==> src/rtl/hazard_stall_controller.sv <==
// Pipeline sequencer for the 5-stage MIPS core: stall/flush/advance control for
// load-use and RAW hazards, taken branches and multi-cycle mult/div, plus a stall counter.
module hazard_stall_controller #(
    parameter int unsigned MD_LATENCY = 4,
    parameter int unsigned CNT_W      = 16
) (
    input  logic             clk,
    input  logic             reset,
    input  logic             forwarding,
    input  logic [4:0]       id_rs,
    input  logic [4:0]       id_rt,
    input  logic             id_uses_rs,
    input  logic             id_uses_rt,
    input  logic             id_is_store,
    input  logic             ex_mem_read,
    input  logic             ex_reg_write,
    input  logic [4:0]       ex_rd,
    input  logic             mem_reg_write,
    input  logic [4:0]       mem_rd,
    input  logic             ex_branch_taken,
    input  logic             ex_md_start,
    output logic             pc_en,
    output logic             ifid_en,
    output logic             ifid_flush,
    output logic             idex_en,
    output logic             idex_flush,
    output logic             exmem_bubble,
    output logic             md_done,
    output logic             md_busy,
    output logic [CNT_W-1:0] stall_count
);

    localparam logic [1:0] S_IDLE = 2'd0;
    localparam logic [1:0] S_BUSY = 2'd1;
    localparam logic [1:0] S_DONE = 2'd2;

    localparam logic [3:0] CNT_LOAD = 4'(MD_LATENCY - 2);

    logic [1:0]       state_q, state_d;
    logic [3:0]       cnt_q, cnt_d;
    logic [CNT_W-1:0] stall_q;
    logic             md_stall;
    logic             ex_hit, mem_hit, load_use, raw, hazard;

    // BUSY lasts exactly CNT_LOAD cycles: leave as the count reaches zero, so the
    // IDLE start cycle plus BUSY gives MD_LATENCY-1 held cycles before DONE.
    always_comb begin
        state_d = state_q;
        cnt_d   = cnt_q;
        case (state_q)
            S_IDLE: begin
                if (ex_md_start) begin
                    cnt_d   = CNT_LOAD;
                    state_d = (CNT_LOAD == 4'd0) ? S_DONE : S_BUSY;
                end
            end
            S_BUSY: begin
                cnt_d = cnt_q - 4'd1;
                if (cnt_q == 4'd1) state_d = S_DONE;
            end
            S_DONE:  state_d = S_IDLE;
            default: state_d = S_IDLE;
        endcase
    end

    always_ff @(posedge clk or posedge reset) begin
        if (reset) begin
            state_q <= S_IDLE;
            cnt_q   <= '0;
        end else begin
            state_q <= state_d;
            cnt_q   <= cnt_d;
        end
    end

    assign md_stall = !reset && (((state_q == S_IDLE) && ex_md_start) || (state_q == S_BUSY));
    assign md_busy  = md_stall;

    assign ex_hit  = (ex_rd != 5'd0)
                  && ((id_uses_rs && (ex_rd == id_rs)) || (id_uses_rt && (ex_rd == id_rt)));
    assign mem_hit = (mem_rd != 5'd0)
                  && ((id_uses_rs && (mem_rd == id_rs)) || (id_uses_rt && (mem_rd == id_rt)));

    // Store data on rt is forwarded into MEM, so a SW behind a load only stalls on rs.
    assign load_use = forwarding && ex_mem_read && (ex_rd != 5'd0)
                   && ((id_uses_rs && (ex_rd == id_rs))
                       || (id_uses_rt && (ex_rd == id_rt) && !id_is_store));
    assign raw      = !forwarding && ((ex_reg_write && ex_hit) || (mem_reg_write && mem_hit));
    assign hazard   = load_use || raw;

    always_comb begin
        pc_en        = 1'b1;
        ifid_en      = 1'b1;
        ifid_flush   = 1'b0;
        idex_en      = 1'b1;
        idex_flush   = 1'b0;
        exmem_bubble = 1'b0;
        md_done      = !reset && (state_q == S_DONE);
        if (reset) begin
            pc_en      = 1'b0;
            ifid_en    = 1'b0;
            idex_en    = 1'b0;
            ifid_flush = 1'b1;
            idex_flush = 1'b1;
        end else if (md_stall) begin
            pc_en        = 1'b0;
            ifid_en      = 1'b0;
            idex_en      = 1'b0;
            exmem_bubble = 1'b1;
        end else if (ex_branch_taken) begin
            ifid_flush = 1'b1;
            idex_flush = 1'b1;
        end else if (hazard) begin
            pc_en      = 1'b0;
            ifid_en    = 1'b0;
            idex_flush = 1'b1;
        end
    end

    always_ff @(posedge clk or posedge reset) begin
        if (reset) begin
            stall_q <= '0;
        end else if (!pc_en && (stall_q != '1)) begin
            stall_q <= stall_q + 1'b1;
        end
    end

    assign stall_count = stall_q;

endmodule

==> config.mk <==
export PLATFORM = sky130hd
export DESIGN_NAME = hazard_stall_controller
export DESIGN_NICKNAME = d
export VERILOG_FILES = /design/src/rtl/hazard_stall_controller.sv
export SDC_FILE = /design/constraint.sdc
export NUM_CORES = 1
export LEC_CHECK = 0
export CAP_MARGIN = 30
export CELL_PAD_IN_SITES_DETAIL_PLACEMENT = 0
export CELL_PAD_IN_SITES_GLOBAL_PLACEMENT = 1
export CORE_MARGIN = 1.5
export CORE_UTILIZATION = 32
export CTS_CLUSTER_DIAMETER = 50
export CTS_CLUSTER_SIZE = 30
export DETAILED_ROUTE_END_ITERATION = 8
export PLACE_DENSITY = 0.78
export SLEW_MARGIN = 20
export SYNTH_ARGS = -nofsm -noshare
export SYNTH_HDL_FRONTEND = slang
export SYNTH_SLANG_ARGS = --single-unit
==> constraint.sdc <==
create_clock -name clk -period 2.35 [get_ports clk]
set_clock_uncertainty 0.05 [all_clocks]
set_input_delay 0.47 -clock clk [delete_from_list [all_inputs] [get_ports clk]]
set_output_delay 0.47 -clock clk [all_outputs]
set_load 0.05 [all_outputs]
==> results of run 1 <==
==> state kept, by name (all words and copies together), names as in the netlist <==
| name | cells |
|---|---|
| state_q | 2 |
| stall_count | 16 |
| cnt_q | 4 |
==> worst max-delay path by stage <==
stage / from / to / slack (ns) / cells after the start
finish: mem_rd[4] / pc_en / -0.17 / 8
global route: id_rs[2] / ifid_en / -0.22 / 7
CTS: id_rt[1] / pc_en / -0.18 / 9
global placement: mem_rd[0] / idex_flush / -0.51 / 9
floorplan: ex_rd[1] / pc_en / -0.27 / 7
detailed placement: ex_rd[1] / pc_en / -0.60 / 7
==> routing by layer <==
layer / up-vias / part of all wire / GRT usage / routed length [um]
met1: 663 / 0.41 / 0.189 / 1630
met2: 48 / 0.52 / 0.295 / 2080
met5: - / 0 / 0 / 0
li1: 689 / - / - / -
met4: 0 / 0.020 / 0.0705 / 79
met3: 6 / 0.047 / 0.0260 / 185
==> cells by family after synthesis <==
| logic type | Yosys count | share of synthesized area |
|---|---|---|
| DFF | 22 | 0.379 |
| AOI/OAI and AO/OA | 19 | 0.103 |
| and+or+nand+nor | 64 | 0.234 |
| buffers and inverters | 11 | 0.0388 |
| adders and majority gates | 3 | 0.0259 |
| muxes | 2 | 0.0147 |
| xor gates and xnor gates | 34 | 0.205 |
==> synth_stat cells, types with 2 or more instances <==
library cell,count,area share
dfrtp_1,22,0.38
xnor2_1,21,0.13
nand2_1,14,0.036
xor2_1,13,0.078
nand3_1,9,0.031
nor2_1,9,0.023
nand4_1,8,0.034
and3_1,7,0.030
inv_1,5,0.013
and2_1,3,0.013
clkbuf_1,3,0.0078
ha_1,3,0.026
nor4_1,3,0.013
o21ai_1,3,0.010
a22o_1,2,0.012
a31oi_1,2,0.0086
and4_1,2,0.012
buf_4,2,0.010
nor3_1,2,0.0069
o21ai_0,2,0.0069
or4_1,2,0.010
==> worst reg2reg max path: cells and delay by family, from the launching register on <==
family | cells | cell delay, ns
multiplexers | 1 | 0.33
flip-flops | 1 | 0.44
AND/OR/NAND/NOR | 5 | 1.01
==> cells in the final DEF (no fill, tap or decap), types with 2 or more instances in the layout <==
cell type	instances
a22o_1	2
and2_1	2
and3_1	7
and4_1	2
buf_12	2
buf_2	8
buf_4	22
buf_6	7
buf_8	4
clkbuf_2	6
clkbuf_8	3
clkdlybuf4s50_1	22
clkinvlp_4	2
dfrtp_1	22
dlygate4sd2_1	3
ha_1	3
inv_1	3
nand2_1	14
nand3_1	8
nand4_1	8
nor2_1	9
nor3_1	2
o21ai_1	3
o21ai_2	2
xnor2_1	18
xnor2_2	3
xor2_1	8
xor2_2	3
xor2_4	2
==> report_power, final <==
group / switching (mW) / total, mW / internal (mW) / leakage (nW)
Combinational: 0.666 / 1.13 / 0.464 / 0.722
Clock: 0.130 / 0.358 / 0.228 / 0.0357
Sequential: 0.121 / 0.614 / 0.494 / 0.281
Total: 0.917 / 2.10 / 1.19 / 1.04
==> timing repair <==
action                     in CTS  in global routing
pin swaps                      17                 20
setup buffers                   2                  0
hold buffers                    0                  0
gates resized for setup        85                 31
hold endpoints to repair        0                  0
cloned                          0                  0
setup endpoints to repair      19                  3
==> area by class of cell <==
class	count	share of cell area
sequential	22	0.231
clock inverter	1	0.0126
tap	52	0.0273
timing repair buffer	76	0.288
clock buffer	3	0.0174
inverter	5	0.0110
multi-input combinational	122	0.413
==> through the flow <==
step / TNS, ns / util / hold WS, ns / std cells
2_1_floorplan: -0.292 / - / 0.301 / 155
3_3_place_gp: -6.86 / 0.503 / 0.424 / 275
3_5_place_dp: -8.91 / 0.503 / 0.435 / 275
4_1_cts: -0.502 / 0.535 / 0.448 / 281
5_1_grt: -0.586 / 0.547 / 0.480 / 281
6_report: -0.445 / 0.547 / 0.450 / 281
==> impl_results.md, run 1 <==
- Status: finished with violations
- Failing checks: setup timing
- # DRC: 0
- Placer Congestion: roughly 0.84
- Initial Util: 0.333
- Crit-path slowest cell: nor4_2
- Std-Cell Core Area: ~0.0044 mm2
- Syn Area/Cell: about 9.4 um2
- Total number of vias: 1406
- Final-report max-slew violation count: 0
- CTS root buf: clkbuf_8
- VDD IR max: ~0.45 mV
- Die height: between 70 and 80 um
- Gr usage total: 0.164
- Worst path max stage delay: ~0.32 ns
- DR pass1 iterations: 4
- Leakage: approximately 1.0 nW
- Post-synth EDFFs: 0
- Tcrit/Tclk final: 1.07
- Final Hold Fails: 0
- Placed cell area: approximately 0.0022 mm2
- Total CTS buffers: 3
- Clk sinks: 22
- Slew Limit Headroom: 0.659
- HP Class: register to register
- Worst path bufs/invs: 3
- Post-layout power: 2.10 mW
- CTS tree: built
- Final setup margin: -0.171 ns
- Synth-to-Final Area Change: 64.0%
- YS warnings: 0
- First-pass GRT wire length: 6460 um
- Crit path cell chain: clkdlybuf4s15_2 -> xor2_1 -> nor4_2 -> and3_1 -> o21ai_2 -> o311ai_4 -> clkinvlp_4 -> buf_8
- RR Endpoint: stall_count[1]$_DFFE_PP0P_
- Detailed Place HPWL: between 3000 and 4000 um
- Hold Crit Start: stall_count[7]$_DFFE_PP0P_
- Die area: ~0.005 mm2
- Async set or reset register ratio after synthesis: 1.00
- Crit path time final: around 2.5 ns
- Vias/cell: 5.00
- Pre-CTS WS: -0.602 ns
- Mapped Cells: around 160
- PwrDens: slightly below 900 mW/mm2
- Final ANT Viol Nets: 0
- Fillers: 380
- Synthesized area: roughly 0.0015 mm2
- CP Class: primary input to primary output
- R2R cell count: 6
- Worst-Margin Slew: approximately 0.51 ns
- H-Tree Depth: 1
- Die span in x: 70.3 um
- Final setup viols: 3
- Finished Cell Area: approximately 0.0024 mm2
- Crit end category: primary output
- Max Clk Rate: between 300 and 400 MHz
- Wire length per cell: between 10 and 15 um
- Storage cell area: about 550 um2
- Grt total ovfl: 0
- Initial antenna violation count: 0
- Site Rows: 24
- Max FO, Critical Path: 3
- Min-Delay Endpoint: stall_count[7]$_DFFE_PP0P_
- Seq/Total Area, Yosys: 0.379
- Synthesized flop and latch total: 22
- Reg2Reg Setup Slack: 0.40 ns
- Clock slew at reported path FFs: 0.09 ns
- Vias in the first global route: ~1400
- Crit-path leading delay family: buffers and inverters
- Largest net degree at the start of global routing: 25
- Clk Latency, worst-skew pair: around 0.27 ns
- Critical path arrival: ~2.0 ns
- Iter 0 DRT Violations: between 90 and 100
- Prevailing post-synth register cell: dfrtp_1
- Yosys cell types: 39
- Reg2reg start: stall_count[2]$_DFFE_PP0P_
- Clk buf depth: 2
- Worst Setup Start Kind: primary input
- Layout cells sized above 1: 0.332
- Maxcap violations: 0
- Multi-input gate area: approximately 980 um2
- I/O Pins: 55
- Unrepaired setup endpoints after global routing: true
- IO Port Bufs: 54
- Net count after synthesis: 189
- N_diodes: 0
- Worst Hold Depth: 1
- Final net count: roughly 260
- Critical Path RT: between 1.5 and 2 ns
- Final wirelength: 3980 um
No activity file was read; power rests on OpenSTA's default activity.
==> run 2: changes to the inputs <==
- CAP_MARGIN: 30 -> 40
- CORE_MARGIN: 1.5 -> not set
- RECOVER_POWER: not set -> 100
==> impl_results.md, run 2 (same netlist as run 1, synthesis figures left out) <==
- Status: finished with violations
- Failing checks: setup timing
- Wire length per cell: 13.9 um
- IO Port Bufs: 54
- Most frequent CP cell: buf_8
- Final setup margin: -0.129 ns
- Worst Setup Start Kind: primary input
- Setup TNS Final: -0.426 ns
- Clk sinks: 22
- Placed cell area: between 0.002 and 0.0025 mm2
- Worst path max stage delay: roughly 0.36 ns
- Post-layout power: about 2.1 mW
- Final net count: between 200 and 300
- Hold Crit Start: stall_count[9]$_DFFE_PP0P_
- Final setup viols: 5
- I/O Pins: 55
- Crit-path leading delay family: compound AO/OA/AOI/OAI gates
- Multi-input gate area: roughly 950 um2
- Placer Congestion: around 0.80
- Critical path arrival: between 1.5 and 2 ns
- H-Tree Depth: 1
- Comb pwr share: 0.533
- CTS tree: built
- Largest register FFs: 16
- Clk Latency, worst-skew pair: 0.27 ns
- Max FO, Critical Path: 2
- Initial Util: 0.333
- Die span in x: between 60 and 70 um
- Finished Cell Area: between 0.002 and 0.0025 mm2
- Min-Delay Endpoint: stall_count[9]$_DFFE_PP0P_
- Slew Limit Headroom: 0.666
- Critical Path RT: 1.83 ns
- Synth-to-Final Area Change: 62.4%
- CTS root buf: clkbuf_8
- VDD IR max: ~0.37 mV
- Site Rows: 24
- Clock slew at reported path FFs: approximately 0.090 ns
- Crit end category: primary output
- Grt total ovfl: 0
- Gr usage total: 0.167
- Tcrit/Tclk final: 1.05
- Reg2reg start: stall_count[2]$_DFFE_PP0P_
- Final Hold Fails: 0
- Storage cell area: between 500 and 600 um2
- Worst-Margin Slew: around 0.50 ns
- Fin cells: 282
- Final ANT Viol Nets: 0
- Placed Instances: 275
- Vias in the first global route: roughly 1500
- Final-report max-slew violation count: 0
- Crit-path slowest cell: o311ai_4
- Largest net degree at the start of global routing: 25
- Worst path bufs/invs: 3
- Hold_buf cts: 0
- Sw frac: 0.438
- Layout cells sized above 1: 0.335
- First-pass GRT wire length: approximately 6600 um
- PwrDens: 887 mW/mm2
- DR pass1 iterations: 4
- Clk buf depth: 2
- Fillers: between 300 and 400
- Std-Cell Core Area: between 0.004 and 0.005 mm2
- R2R cell count: 6
- Core Util, Final: 0.541
- Total CTS buffers: 3
- Vias/cell: between 5 and 6
- Reg2Reg Setup Slack: ~0.40 ns
- Switch Pwr: 915 uW
- Iter 0 DRT Violations: between 100 and 150
- RR Endpoint: stall_count[1]$_DFFE_PP0P_
- CP Class: primary input to primary output
- Leakage: 1.04 nW
- Crit path cell chain: buf_8 -> xor2_2 -> nor4_2 -> a31oi_2 -> o311ai_4 -> clkinvlp_4 -> buf_8
- Internal power component: roughly 1.2 mW
- Unrepaired setup endpoints after global routing: true
- Critical path origin: id_rs[4]
- Hold slack: 0.453 ns
- Die area: roughly 0.0048 mm2
- HP Class: register to register
- Maxcap violations: 0
- Commonest cells after routing, fill and taps aside: 23 x buf_4, 22 x dfrtp_1, 20 x clkdlybuf4s50_1
- Total number of vias: around 1500
- Initial antenna violation count: 0
- Pre-CTS WS: -0.554 ns
- Clock power share: 0.171
- Final wirelength: 3910 um
- Crit path time final: between 2 and 2.5 ns
- Max Clk Rate: 403 MHz
- # DRC: 0
- Worst Hold Depth: 1
- Detailed Place HPWL: roughly 3000 um
- Die height: just under 70 um
- Seq pwr share: 0.296
- N_diodes: 0
- Commonest non-fill, non-tap cell in the layout: buf_4
==> run 2: worst max-delay path by stage <==
stage	cells past startpoint	slack, ns	endpoint
2_1_floorplan	7	-0.27	pc_en
3_3_place_gp	7	-0.50	pc_en
3_5_place_dp	9	-0.55	idex_flush
4_1_cts	9	-0.18	ifid_en
5_1_grt	7	-0.18	ifid_en
6_report	7	-0.13	ifid_en
==> run 2: power groups by stage <==
| stage | sequential (mW) | clock [mW] | combinational, mW |
|---|---|---|---|
| floorplan | 0.816 | 0 | 0.512 |
| global placement | 0.614 | 0 | 1.07 |
| detailed placement | 0.622 | 0 | 1.09 |
| CTS | 0.617 | 0.364 | 1.12 |
| global route | 0.640 | 0.381 | 1.20 |
| finish | 0.618 | 0.358 | 1.12 |
==> run 2: repair_timing <==
item	in CTS	in global routing
buffers inserted	3	0
resized for setup	77	36
pin swaps	13	22
endpoints found under the setup margin	19	3
cloned	0	0
==> run 2: worst reg2reg max path: stages, from the launching register on <==
cell and delay [ns]:
dfrtp_1 0.45, and4_1 0.25, and3_1 0.20, and3_1 0.25, nand2_1 0.18, nand2_2 0.13
mux2_1 0.32
==> run 2: final cells by class <==
| class | count | area share |
|---|---|---|
| inverter | 5 | 0.0111 |
| multi-input combinational | 122 | 0.403 |
| clock buffer | 3 | 0.0175 |
| tap | 52 | 0.0276 |
| clock inverter | 1 | 0.0127 |
| sequential | 22 | 0.234 |
| timing repair buffer | 77 | 0.295 |
==> run 2: per-layer routing <==
layer  track usage  wire length [um]  share of wire
met4        0.0703                72          0.018
met2         0.306              2060           0.53
met1         0.194              1630           0.42
met3        0.0218               151          0.039
met5             0                 0              0
==> run 3: changes to the inputs <==
- CORE_UTILIZATION: 32 -> 35
- PLACE_DENSITY: 0.78 -> 0.85
- clock period: 2.35 -> 2.9 ns (I/O delays scaled with it)
==> impl_results.md, run 3 (same netlist as run 1, synthesis figures left out) <==
- Status: finished with violations
- Failing checks: DRC
- I/O Pins: between 50 and 60
- Unrepaired setup endpoints after global routing: false
- Finished Cell Area: 0.00222 mm2
- Final Hold Fails: 0
- Crit end category: primary output
- GR Util met2: 0.313
- N_diodes: 0
- Site Rows: 23
- Final ANT Viol Nets: 0
- Crit-path slowest cell: clkdlybuf4s50_1
- Crit path time final: between 2 and 3 ns
- Commonest non-fill, non-tap cell in the layout: dfrtp_1
- Total number of vias: between 1000 and 1500
- GR peak layer: met2
- H-Tree Depth: 1
- Worst path bufs/invs: 3
- Max FO, Critical Path: 2
- Crit-path leading delay family: buffers and inverters
- Gr usage total: 0.182
- Commonest cells after routing, fill and taps aside: 22 x dfrtp_1, 21 x xnor2_1, 18 x dlygate4sd3_1
- Std-Cell Core Area: around 0.0040 mm2
- PwrDens: ~690 mW/mm2
- Placed cell area: about 0.0022 mm2
- Clk sinks: 22
- Grt total ovfl: 0
- Worst-Margin Slew: around 0.61 ns
- Die height: 66.4 um
- Critical path arrival: roughly 2.2 ns
- Crit path cell chain: clkdlybuf4s50_1 -> nand2b_2 -> a211oi_4 -> a31oi_4 -> o311ai_4 -> clkinvlp_4 -> buf_8
- First-pass GRT wire length: 6240 um
- Met3 usage: 0.0207
- Clk Latency, worst-skew pair: 0.26 ns
- Wire length per cell: roughly 13 um
- CTS root buf: clkbuf_8
- VDD IR max: between 0.2 and 0.25 mV
- Critical Path RT: 2.27 ns
- Final setup margin: between 0.07 and 0.08 ns
- Die area: roughly 0.0044 mm2
- Iter 0 DRT Violations: 92
- CP Class: primary input to primary output
- Final net count: 261
- Clk buf depth: 2
- HP Class: register to register
- IO Port Bufs: 54
- Vias in the first global route: roughly 1400
- Core Util, Final: 0.556
- Leakage: 0.989 nW
- Tcrit/Tclk final: 0.973
- Placer Congestion: approximately 0.75
- Hold_buf cts: 0
- Final-report max-slew violation count: 0
- Worst path max stage delay: about 0.48 ns
- GRT met1 Usage: 0.235
- Clock slew at reported path FFs: around 0.080 ns
- Largest net degree at the start of global routing: 25
- Final setup viols: 0
- Layout cells sized above 1: 0.217
- Final wirelength: 3540 um
- Vias/cell: 5.04
- DR pass1 iterations: 6
- Synth-to-Final Area Change: 53.1%
- Detailed Place HPWL: 2810 um
- Fillers: 374
- Max Clk Rate: around 350 MHz
- Post-CTS setup buffers: 0
- Largest register FFs: 16
- Maxcap violations: 0
- Die span in x: 66.4 um
- Initial Util: 0.363
- Initial antenna violation count: 0
- CTS tree: built
- Slew Limit Headroom: 0.596
- Total CTS buffers: 3
- # DRC: 2
- Worst Setup Start Kind: primary input
- Pre-CTS WS: -0.199 ns
run 3: cell types whose count changed in the layout (fill, tap and decap cells not counted), moves of 3 or more:
cell / before / now
clkbuf_1: 1 / 5
clkdlybuf4s15_1: 0 / 3
dlygate4sd2_1: 2 / 8
clkbuf_2: 6 / 12
buf_6: 7 / 1
dlygate4sd3_1: 2 / 18
buf_2: 7 / 0
buf_4: 23 / 15
xnor2_2: 3 / 0
xnor2_1: 18 / 21
clkdlybuf4s50_1: 20 / 7
run 3: path summary, 6_finish.rpt:
check / from / end / slack, ns / depth (start not counted)
min reg2reg: stall_count[9]$_DFFE_PP0P_ / stall_count[9]$_DFFE_PP0P_ / 0.44 / 1
max in group asynchronous: reset / cnt_q[2]$_DFFE_PP0P_ / 1.68 / 3
max reg2reg: state_q[1]$_DFFE_PP0P_ / stall_count[1]$_DFFE_PP0P_ / 0.77 / 7
min in group asynchronous: reset / stall_count[1]$_DFFE_PP0P_ / 0.88 / 3
min: stall_count[9]$_DFFE_PP0P_ / stall_count[9]$_DFFE_PP0P_ / 0.44 / 1
max: ex_reg_write / pc_en / 0.08 / 7
run 3: timing repair:
| action | in CTS | in global routing |
|---|---|---|
| pin swaps | 10 | 12 |
| resized for setup | 32 | 28 |
| endpoints found under the setup margin | 3 | 3 |
| endpoints found under the hold margin | 0 | 0 |
run 3: layout make-up:
cell class                      count  area [um2]  share of cell area
Multi-Input combinational cell    122         912               0.410
Timing Repair Buffer               73         616               0.277
Clock buffer                        4        55.1              0.0248
Sequential cell                    22         551               0.248
Inverter                            5        26.3              0.0118
Tap cell                           50        62.6              0.0282
run 3: worst reg2reg max path, stage by stage, from the launching register on:
cell,delay (ns)
dfrtp_1,0.39
inv_1,0.15
o21ai_0,0.12
and2_2,0.25
o311ai_4,0.10
clkbuf_1,0.47
nand2_1,0.15
mux2_1,0.34
run 3: power breakdown:
part           leakage [nW]  internal, mW  total [mW]  switching, mW
Sequential            0.281         0.400       0.498         0.0981
Clock                0.0288         0.121       0.220         0.0989
Combinational         0.679         0.313       0.826          0.513
run 3: per-layer routing:
| metal | part of all wire | wire length, um | vias to the layer above |
|---|---|---|---|
| li1 | - | - | 689 |
| met1 | 0.44 | 1560 | 650 |
| met2 | 0.50 | 1780 | 49 |
| met3 | 0.043 | 153 | 4 |
| met4 | 0.013 | 45 | 0 |
| met5 | 0 | 0 | - |
run 3: per-stage QoR:
step | hold WS [ns] | power, mW | setup TNS, ns | cells
after floorplan | 0.406 | 1.07 | 0 | 155
after global placement | 0.430 | 1.36 | -0.457 | 272
after CTS | 0.457 | 1.60 | 0 | 276
after detailed placement | 0.445 | 1.37 | -0.620 | 272
after global routing | 0.478 | 1.66 | 0 | 276
final | 0.439 | 1.54 | 0 | 276
